## src/rtl/frame_pixel_decoder.sv

```systemverilog
// frame_pixel_decoder
//
// Streams one frame of packed 4-bit palette indices from SRAM and emits 24-bit
// RGB pixels on a valid/ready stream. Each 16-bit SRAM word holds four pixels,
// unpacked MSB nibble first, and each index is looked up in a 16-entry colour map.
//
// Ports:
//   i_clk, i_rst        clock, asynchronous active-high reset
//   i_start             one-cycle pulse that starts a frame (accepted only in idle)
//   i_base_addr         word address of the frame's first word, sampled on start
//   i_color_map         16-entry palette, index -> 24'hRRGGBB
//   o_sram_req          one-cycle read request
//   o_sram_addr         word address, valid with o_sram_req
//   i_sram_rvalid       read data valid (arrives at least one cycle after request)
//   i_sram_rdata        read word, pixel0 = [15:12] ... pixel3 = [3:0]
//   o_valid, i_ready    output pixel handshake
//   o_rgb               pixel colour
//   o_sof, o_eol        first pixel of frame / last pixel of line markers
//   o_busy              frame in progress
//   o_frame_done        one-cycle pulse after the last pixel is accepted

module frame_pixel_decoder #(
  parameter int unsigned H_PIXELS = 640,
  parameter int unsigned V_PIXELS = 480,
  parameter int unsigned ADDR_W   = 20
) (
  input  logic              i_clk,
  input  logic              i_rst,
  input  logic              i_start,
  input  logic [ADDR_W-1:0] i_base_addr,
  input  logic [23:0]       i_color_map [0:15],
  output logic              o_sram_req,
  output logic [ADDR_W-1:0] o_sram_addr,
  input  logic              i_sram_rvalid,
  input  logic [15:0]       i_sram_rdata,
  output logic              o_valid,
  input  logic              i_ready,
  output logic [23:0]       o_rgb,
  output logic              o_sof,
  output logic              o_eol,
  output logic              o_busy,
  output logic              o_frame_done
);

  localparam int unsigned WORDS  = H_PIXELS * V_PIXELS / 4;
  localparam int unsigned WCNT_W = (WORDS > 1) ? $clog2(WORDS) : 1;
  localparam int unsigned X_W    = $clog2(H_PIXELS);
  localparam int unsigned Y_W    = (V_PIXELS > 1) ? $clog2(V_PIXELS) : 1;

  localparam logic [WCNT_W-1:0] LAST_WORD = WCNT_W'(WORDS - 1);
  localparam logic [X_W-1:0]    X_LAST    = X_W'(H_PIXELS - 1);
  localparam logic [Y_W-1:0]    Y_LAST    = Y_W'(V_PIXELS - 1);

  typedef enum logic [1:0] {
    StIdle,
    StRun,
    StDrain,
    StDone
  } state_e;

  state_e              state_q, state_d;
  logic [ADDR_W-1:0]   base_q;
  logic [WCNT_W-1:0]   word_cnt_q;
  logic                outstanding_q;

  // Two-entry word buffer
  logic [15:0]         buf_q [2];
  logic                wr_ptr_q;
  logic                rd_ptr_q;
  logic [1:0]          occ_q;

  // Unpacker and output register
  logic [1:0]          nib_q;
  logic                valid_q;
  logic [23:0]         rgb_q;

  // Position of the pixel currently held in the output register
  logic [X_W-1:0]      x_q;
  logic [Y_W-1:0]      y_q;

  logic                start_acc;
  logic                req;
  logic                push;
  logic                pop;
  logic                load;
  logic                accept;
  logic                last_pix;
  logic [15:0]         head_word;
  logic [3:0]          nibble;

  // ---------------------------------------------------------------------------
  // Datapath control
  // ---------------------------------------------------------------------------
  always_comb begin
    start_acc = (state_q == StIdle) && i_start;
    // Only one read in flight, and never more words committed than buffer slots.
    req       = (state_q == StRun) && !outstanding_q &&
                ((occ_q + {1'b0, outstanding_q}) < 2'd2);
    // Data with nothing outstanding is stale (e.g. from before a reset).
    push      = i_sram_rvalid && outstanding_q;
    accept    = valid_q && i_ready;
    last_pix  = accept && (x_q == X_LAST) && (y_q == Y_LAST);
    load      = (!valid_q || i_ready) && (occ_q != 2'd0);
    pop       = load && (nib_q == 2'd3);
    head_word = buf_q[rd_ptr_q];
  end

  always_comb begin
    nibble = head_word[15:12];
    case (nib_q)
      2'd0:    nibble = head_word[15:12];
      2'd1:    nibble = head_word[11:8];
      2'd2:    nibble = head_word[7:4];
      default: nibble = head_word[3:0];
    endcase
  end

  // ---------------------------------------------------------------------------
  // Frame FSM
  // ---------------------------------------------------------------------------
  always_comb begin
    state_d = state_q;
    unique case (state_q)
      StIdle: begin
        if (i_start) state_d = StRun;
      end
      StRun: begin
        if (req && (word_cnt_q == LAST_WORD)) state_d = StDrain;
      end
      StDrain: begin
        if (last_pix) state_d = StDone;
      end
      StDone: begin
        state_d = StIdle;
      end
      default: state_d = StIdle;
    endcase
  end

  always_ff @(posedge i_clk or posedge i_rst) begin
    if (i_rst) begin
      state_q <= StIdle;
    end else begin
      state_q <= state_d;
    end
  end

  // ---------------------------------------------------------------------------
  // Request side: base address, word counter, outstanding flag
  // ---------------------------------------------------------------------------
  always_ff @(posedge i_clk or posedge i_rst) begin
    if (i_rst) begin
      base_q        <= '0;
      word_cnt_q    <= '0;
      outstanding_q <= 1'b0;
    end else begin
      if (start_acc) begin
        base_q     <= i_base_addr;
        word_cnt_q <= '0;
      end else if (req) begin
        word_cnt_q <= word_cnt_q + WCNT_W'(1);
      end

      if (req) begin
        outstanding_q <= 1'b1;
      end else if (push) begin
        outstanding_q <= 1'b0;
      end
    end
  end

  // ---------------------------------------------------------------------------
  // Word buffer
  // ---------------------------------------------------------------------------
  always_ff @(posedge i_clk or posedge i_rst) begin
    if (i_rst) begin
      buf_q[0] <= '0;
      buf_q[1] <= '0;
      wr_ptr_q <= 1'b0;
      rd_ptr_q <= 1'b0;
      occ_q    <= '0;
    end else begin
      if (push) begin
        buf_q[wr_ptr_q] <= i_sram_rdata;
        wr_ptr_q        <= ~wr_ptr_q;
      end
      if (pop) begin
        rd_ptr_q <= ~rd_ptr_q;
      end
      case ({push, pop})
        2'b10:   occ_q <= occ_q + 2'd1;
        2'b01:   occ_q <= occ_q - 2'd1;
        default: occ_q <= occ_q;
      endcase
    end
  end

  // ---------------------------------------------------------------------------
  // Unpacker and output register
  // ---------------------------------------------------------------------------
  always_ff @(posedge i_clk or posedge i_rst) begin
    if (i_rst) begin
      nib_q   <= '0;
      valid_q <= 1'b0;
      rgb_q   <= '0;
    end else begin
      if (load) begin
        nib_q   <= nib_q + 2'd1;
        valid_q <= 1'b1;
        // Palette is sampled here only, so a held pixel never changes colour.
        rgb_q   <= i_color_map[nibble];
      end else if (accept) begin
        valid_q <= 1'b0;
      end
    end
  end

  // ---------------------------------------------------------------------------
  // Pixel position, advanced on acceptance
  // ---------------------------------------------------------------------------
  always_ff @(posedge i_clk or posedge i_rst) begin
    if (i_rst) begin
      x_q <= '0;
      y_q <= '0;
    end else if (accept) begin
      if (x_q == X_LAST) begin
        x_q <= '0;
        y_q <= (y_q == Y_LAST) ? '0 : y_q + Y_W'(1);
      end else begin
        x_q <= x_q + X_W'(1);
      end
    end
  end

  // ---------------------------------------------------------------------------
  // Outputs
  // ---------------------------------------------------------------------------
  always_comb begin
    o_sram_req   = req;
    o_sram_addr  = req ? (base_q + ADDR_W'(word_cnt_q)) : '0;
    o_valid      = valid_q;
    o_rgb        = rgb_q;
    // Position tracks the held pixel, so the markers stay stable during a stall.
    o_sof        = valid_q && (x_q == '0) && (y_q == '0);
    o_eol        = valid_q && (x_q == X_LAST);
    o_busy       = (state_q == StRun) || (state_q == StDrain);
    o_frame_done = (state_q == StDone);
  end

endmodule

```

## config.mk

```make
export PLATFORM = sky130hd
export DESIGN_NAME = frame_pixel_decoder
export DESIGN_NICKNAME = d
export VERILOG_FILES = /design/src/rtl/frame_pixel_decoder.sv
export SDC_FILE = /design/constraint.sdc
export NUM_CORES = 1
export LEC_CHECK = 0
export CORE_AREA = 4 4 182 184
export CTS_CLUSTER_DIAMETER = 60
export DETAILED_ROUTE_END_ITERATION = 10
export DIE_AREA = 0 0 186 188
export DONT_BUFFER_PORTS = 1
export GPL_ROUTABILITY_DRIVEN = 0
export SLEW_MARGIN = 0
export SYNTH_ARGS = -nofsm -noshare
export SYNTH_HDL_FRONTEND = slang
export SYNTH_SLANG_ARGS = --single-unit
```

## constraint.sdc

```tcl
create_clock -name i_clk -period 5.63 [get_ports i_clk]
set_clock_uncertainty 0.05 [all_clocks]
set_input_delay 1.126 -clock i_clk [delete_from_list [all_inputs] [get_ports i_clk]]
set_output_delay 1.126 -clock i_clk [all_outputs]
set_load 0.05 [all_outputs]
```

# After elaboration in Yosys (flattened, before gate mapping)
# Index checks and enable logic that the tools add are counted.
# word_totals
reg_bits	122
in_bits	425
out_inout_bits	50
# op_classes
n_addsub	8
magnitude_cmp	5
eq_ne	14
n_mux	24
bitwise	5
reduce_logical	29
# ops
operator	count
$bmux 24 s4	1
$mux 16	4
$mux 24	2
$mux 17	2
$bwmux 32	1
$add 20x17->20	1
$mux 20	1
$add 17x1->17 const B	1
$eq 17x17->1 const B	1
$demux 16 s1	1
$logic_and 1x1->1	14
$pmux 4 s3	1
$add 10x1->10 const B	1
$eq 10x10->1 const B	1
$eq 2x2->1 const B	5
$logic_not 10->1	1
$mux 10	1
$reduce_bool 2->1	5
$add 9x1->9 const B	1
$eq 9x9->1 const B	1
$logic_not 9->1	1
$mux 9	1
$pmux 2 s4	1
$eq 2x1->1 const B	3
20 further kinds	33

# Depth between registers and ports, before layout
# depth
ltp_word	9
mapped_depth	12
depth_no_buf	10

# Least setup slack after synthesis
# OpenSTA, ideal clock, no wires.
# synth_path
kind	reg-to-output
start	register word_cnt_q[0]
end	output o_sram_addr[14]
t_arrival_ns	2.968
required_time_ns	4.454
setup_slack_ns	1.486
stages_incl_launch_ff	10
path_cell_list	dfrtp_1 -> ha_1 -> fa_1 -> a211oi_1 -> o211ai_1 -> a31o_1 -> a21o_1 -> a221oi_1 -> xor2_1 -> nor2_1
# synth_between
elab_chain_cells	2
# synth_lines
item	line_no	rtl
start: declaration	63	logic [WCNT_W-1:0] word_cnt_q;
start signal: assignment	161	word_cnt_q <= word_cnt_q + WCNT_W'(1);
$add 20x17->20	240	o_sram_addr = req ? (base_q + ADDR_W'(word_cnt_q)) : '0;
$mux 20	240	
end: declaration	33	output logic [ADDR_W-1:0] o_sram_addr,
# No other way between the ends.

# Worst setup path after layout
# Same ends and word-level chain as after synthesis.

==> out/qor.txt <==
Status = complete, no violations
Crit end category = output port
Die Ht = 188 um
Clock Tree Root = clkbuf_16
Clock sinks = 122
Post-Synthesis Cells = 1,090
Fillers = 3,210
Synth Net Count = 1,549
Pwr Density = 867.1 nW/um2
Commonest non-fill, non-tap cell in the layout = nand2_1
Top-area cell type share of the netlist area = 0.3137
GRT Resource Usage Total = 0.2341
Residual DRC = 0
Post-cts sizing count = 0
Inserted Clock Buffers = 17
Final Cycle Share = 0.8686
Hold WC Path Type = flop to flop
Nets@finish = 1,499
Avg WL per Cell = 29.47 um
GR Overflow Total = 0
MaxCap Viol Count = 0
Post-Syn Area per Cell = 8.927 um2
Vias/cell = 5.962
Number of flops mapped to enable cells by yosys = 0
Clock Path Buffers = 2
Area taken by multi-input logic gates = 6245 um2
Starting Density = 0.3100
VDD IR-drop max = 0.6974 mV
I/O pin total = 475
# port buffers = 0
Maximum clock frequency = 204.5 MHz
Final HPWL DP = 35,270 um
Final Critical Period = 4.890 ns
Ys flop type = dfrtp_1
Unrepaired setup endpoints after global routing = no
First-pass DRT Iterations = 6
CTS tree = done
Yosys warning count = 0
Area grow syn2layout = 9.271%
Crit start category = flop
Largest net degree at the start of global routing = 112
H-tree Lvls = 4
Post-Route WL = 43,210 um
Die area = 34,970 um2
Clock transition at path regs = 0.06 ns
Worst-Margin Slew = 1.006 ns
Leakage power = 0.004674 uW
Area contributors post-synth = dfrtp_1 31%, mux2_2 14%, a21oi_1 7.0%, nand2_1 5.9%, mux2i_1 4.9%
Type of the worst setup path = flop to output port
Hold_buf cts = 0
Share of flip-flops with an asynchronous set or reset = 1.000
Clk_lat worst skew = 0.42 ns
Routed via count = 8,741
Most frequent cells in the layout = 152 x nand2_1, 136 x a21oi_1, 122 x dfrtp_1
Worst slew margin = 0.3292
Synth Register Bits = 122
Chip width = 186 um
Final Cell Area = 10,630 um2
Number of global-route vias before repair = 8,629
Worst Path Arrival = 3.71 ns
Mapped Area = 9731 um2
Ratio of cells with drive above 1 in the final layout = 0.1747
Register area = 3053 um2
Setup Fix Bufs, Post-CTS = 0
Cell Rows = 65
Number of routed nets with antenna violations = 0
Required @ worst endpoint = 4.45 ns
Number of setup violations in the final report = 0
Area post-placement = 10,020 um2
TNS Setup = 0 ns
Sequential area share after synthesis = 0.3137
Iter 0 DRT Violations = 799
Fin. Hold Viols = 0
CP max FO = 5
Final Max Slew Viols = 0
Yosys top cell by area = dfrtp_1
Initial antenna violation count = 35
Core area = 31,390 um2
Post-synth cell types = 64
First-pass GRT wire length = 59,170 um
==> layer usage <==
layer | global-route usage | part of all wire | routed length (um) | up-vias
met5 | 0 | 0.0056 | 243 | -
met4 | 0.04624 | 0.012 | 505 | 34
met3 | 0.1608 | 0.16 | 7079 | 77
met2 | 0.3351 | 0.43 | 18430 | 520
met1 | 0.2927 | 0.39 | 16950 | 4162
li1 | - | - | - | 3948
==> cells in the mapped netlist, drive strengths merged (24+ instances only) <==
cell type,instances
nand3,24
nor2,50
mux2i,48
ha,33
clkbuf,26
a22o,46
o22ai,24
a21oi,137
mux2,123
nand2,152
a211o,24
buf,55
dfrtp,122
==> registers in the layout, summed over array words and instances (netlist names) <==
name           flops
o_rgb             24
word_cnt_q        17
nib_q              2
o_valid            1
x_q               10
wr_ptr_q           1
outstanding_q      1
y_q                9
rd_ptr_q           1
base_q            20
occ_q              2
state_q            2
buf_q             32
==> kinds of logic (layout without fill, tap and decap cells) <==
group,Yosys count,in the layout,synth area share
fa+ha+maj,34,34,0.04449
simple gates,294,294,0.1362
xor+xnor,39,39,0.03510
buf+inv,103,66,0.05221
other cells,0,11,0
flops,122,122,0.3137
compound gates,326,326,0.2243
mux,172,172,0.1940
==> worst paths after layout <==
path	startpoint	to	slack, ns	depth (start not counted)
worst max-delay path	word_cnt_q[0]$_DFFE_PP0P_	o_sram_addr[14]	0.74	9
worst min-delay path	wr_ptr_q$_DFFE_PP0P_	wr_ptr_q$_DFFE_PP0P_	0.45	2
worst max register to register	nib_q[0]$_DFFE_PP0P_	o_rgb[11]$_DFFE_PP0P_	1.77	10
worst min register to register	wr_ptr_q$_DFFE_PP0P_	wr_ptr_q$_DFFE_PP0P_	0.45	2
max in group asynchronous	i_rst	buf_q[19]$_DFFE_PP0P_	3.71	2
min in group asynchronous	i_rst	base_q[18]$_DFFE_PP0P_	0.61	1
==> worst max-delay path, stage by stage (launching register included) <==
cell and delay [ns]:
dfrtp_1 0.43, ha_1 0.25, fa_1 0.43, a211oi_1 0.33, o211ai_1 0.24, a31o_1 0.26, a21o_1 0.18, a221oi_1 0.34
xor2_1 0.11, nor2_1 0.72
==> area by class of cell <==
type | instances | share of cell area
antenna | 11 | 0.002589
multi-input combinational | 865 | 0.5873
inverter | 22 | 0.008237
sequential | 122 | 0.2871
tap | 402 | 0.04731
timing repair buffer | 12 | 0.01200
clock inverter | 14 | 0.01412
clock buffer | 18 | 0.04130
==> stage by stage <==
| stage | hold slack [ns] | setup WS [ns] | cells | total power [uW] | util |
|---|---|---|---|---|---|
| floorplan | 0.4104 | 1.211 | 1090 | 6551 | - |
| global placement | 0.4249 | 1.247 | 1423 | 7981 | 0.3191 |
| detailed placement | 0.4335 | 1.203 | 1423 | 8075 | 0.3191 |
| CTS | 0.4523 | 0.7311 | 1455 | 9224 | 0.3378 |
| global route | 0.4669 | 0.4946 | 1458 | 9849 | 0.3381 |
| finish | 0.4519 | 0.7398 | 1466 | 9219 | 0.3387 |
==> power by group <==
group	total [uW]	internal [uW]	switching, uW
clock network	1100	639	464
registers	1920	1240	681
logic	6200	2460	3740
Note: power is estimated with default switching activity, not from simulation.
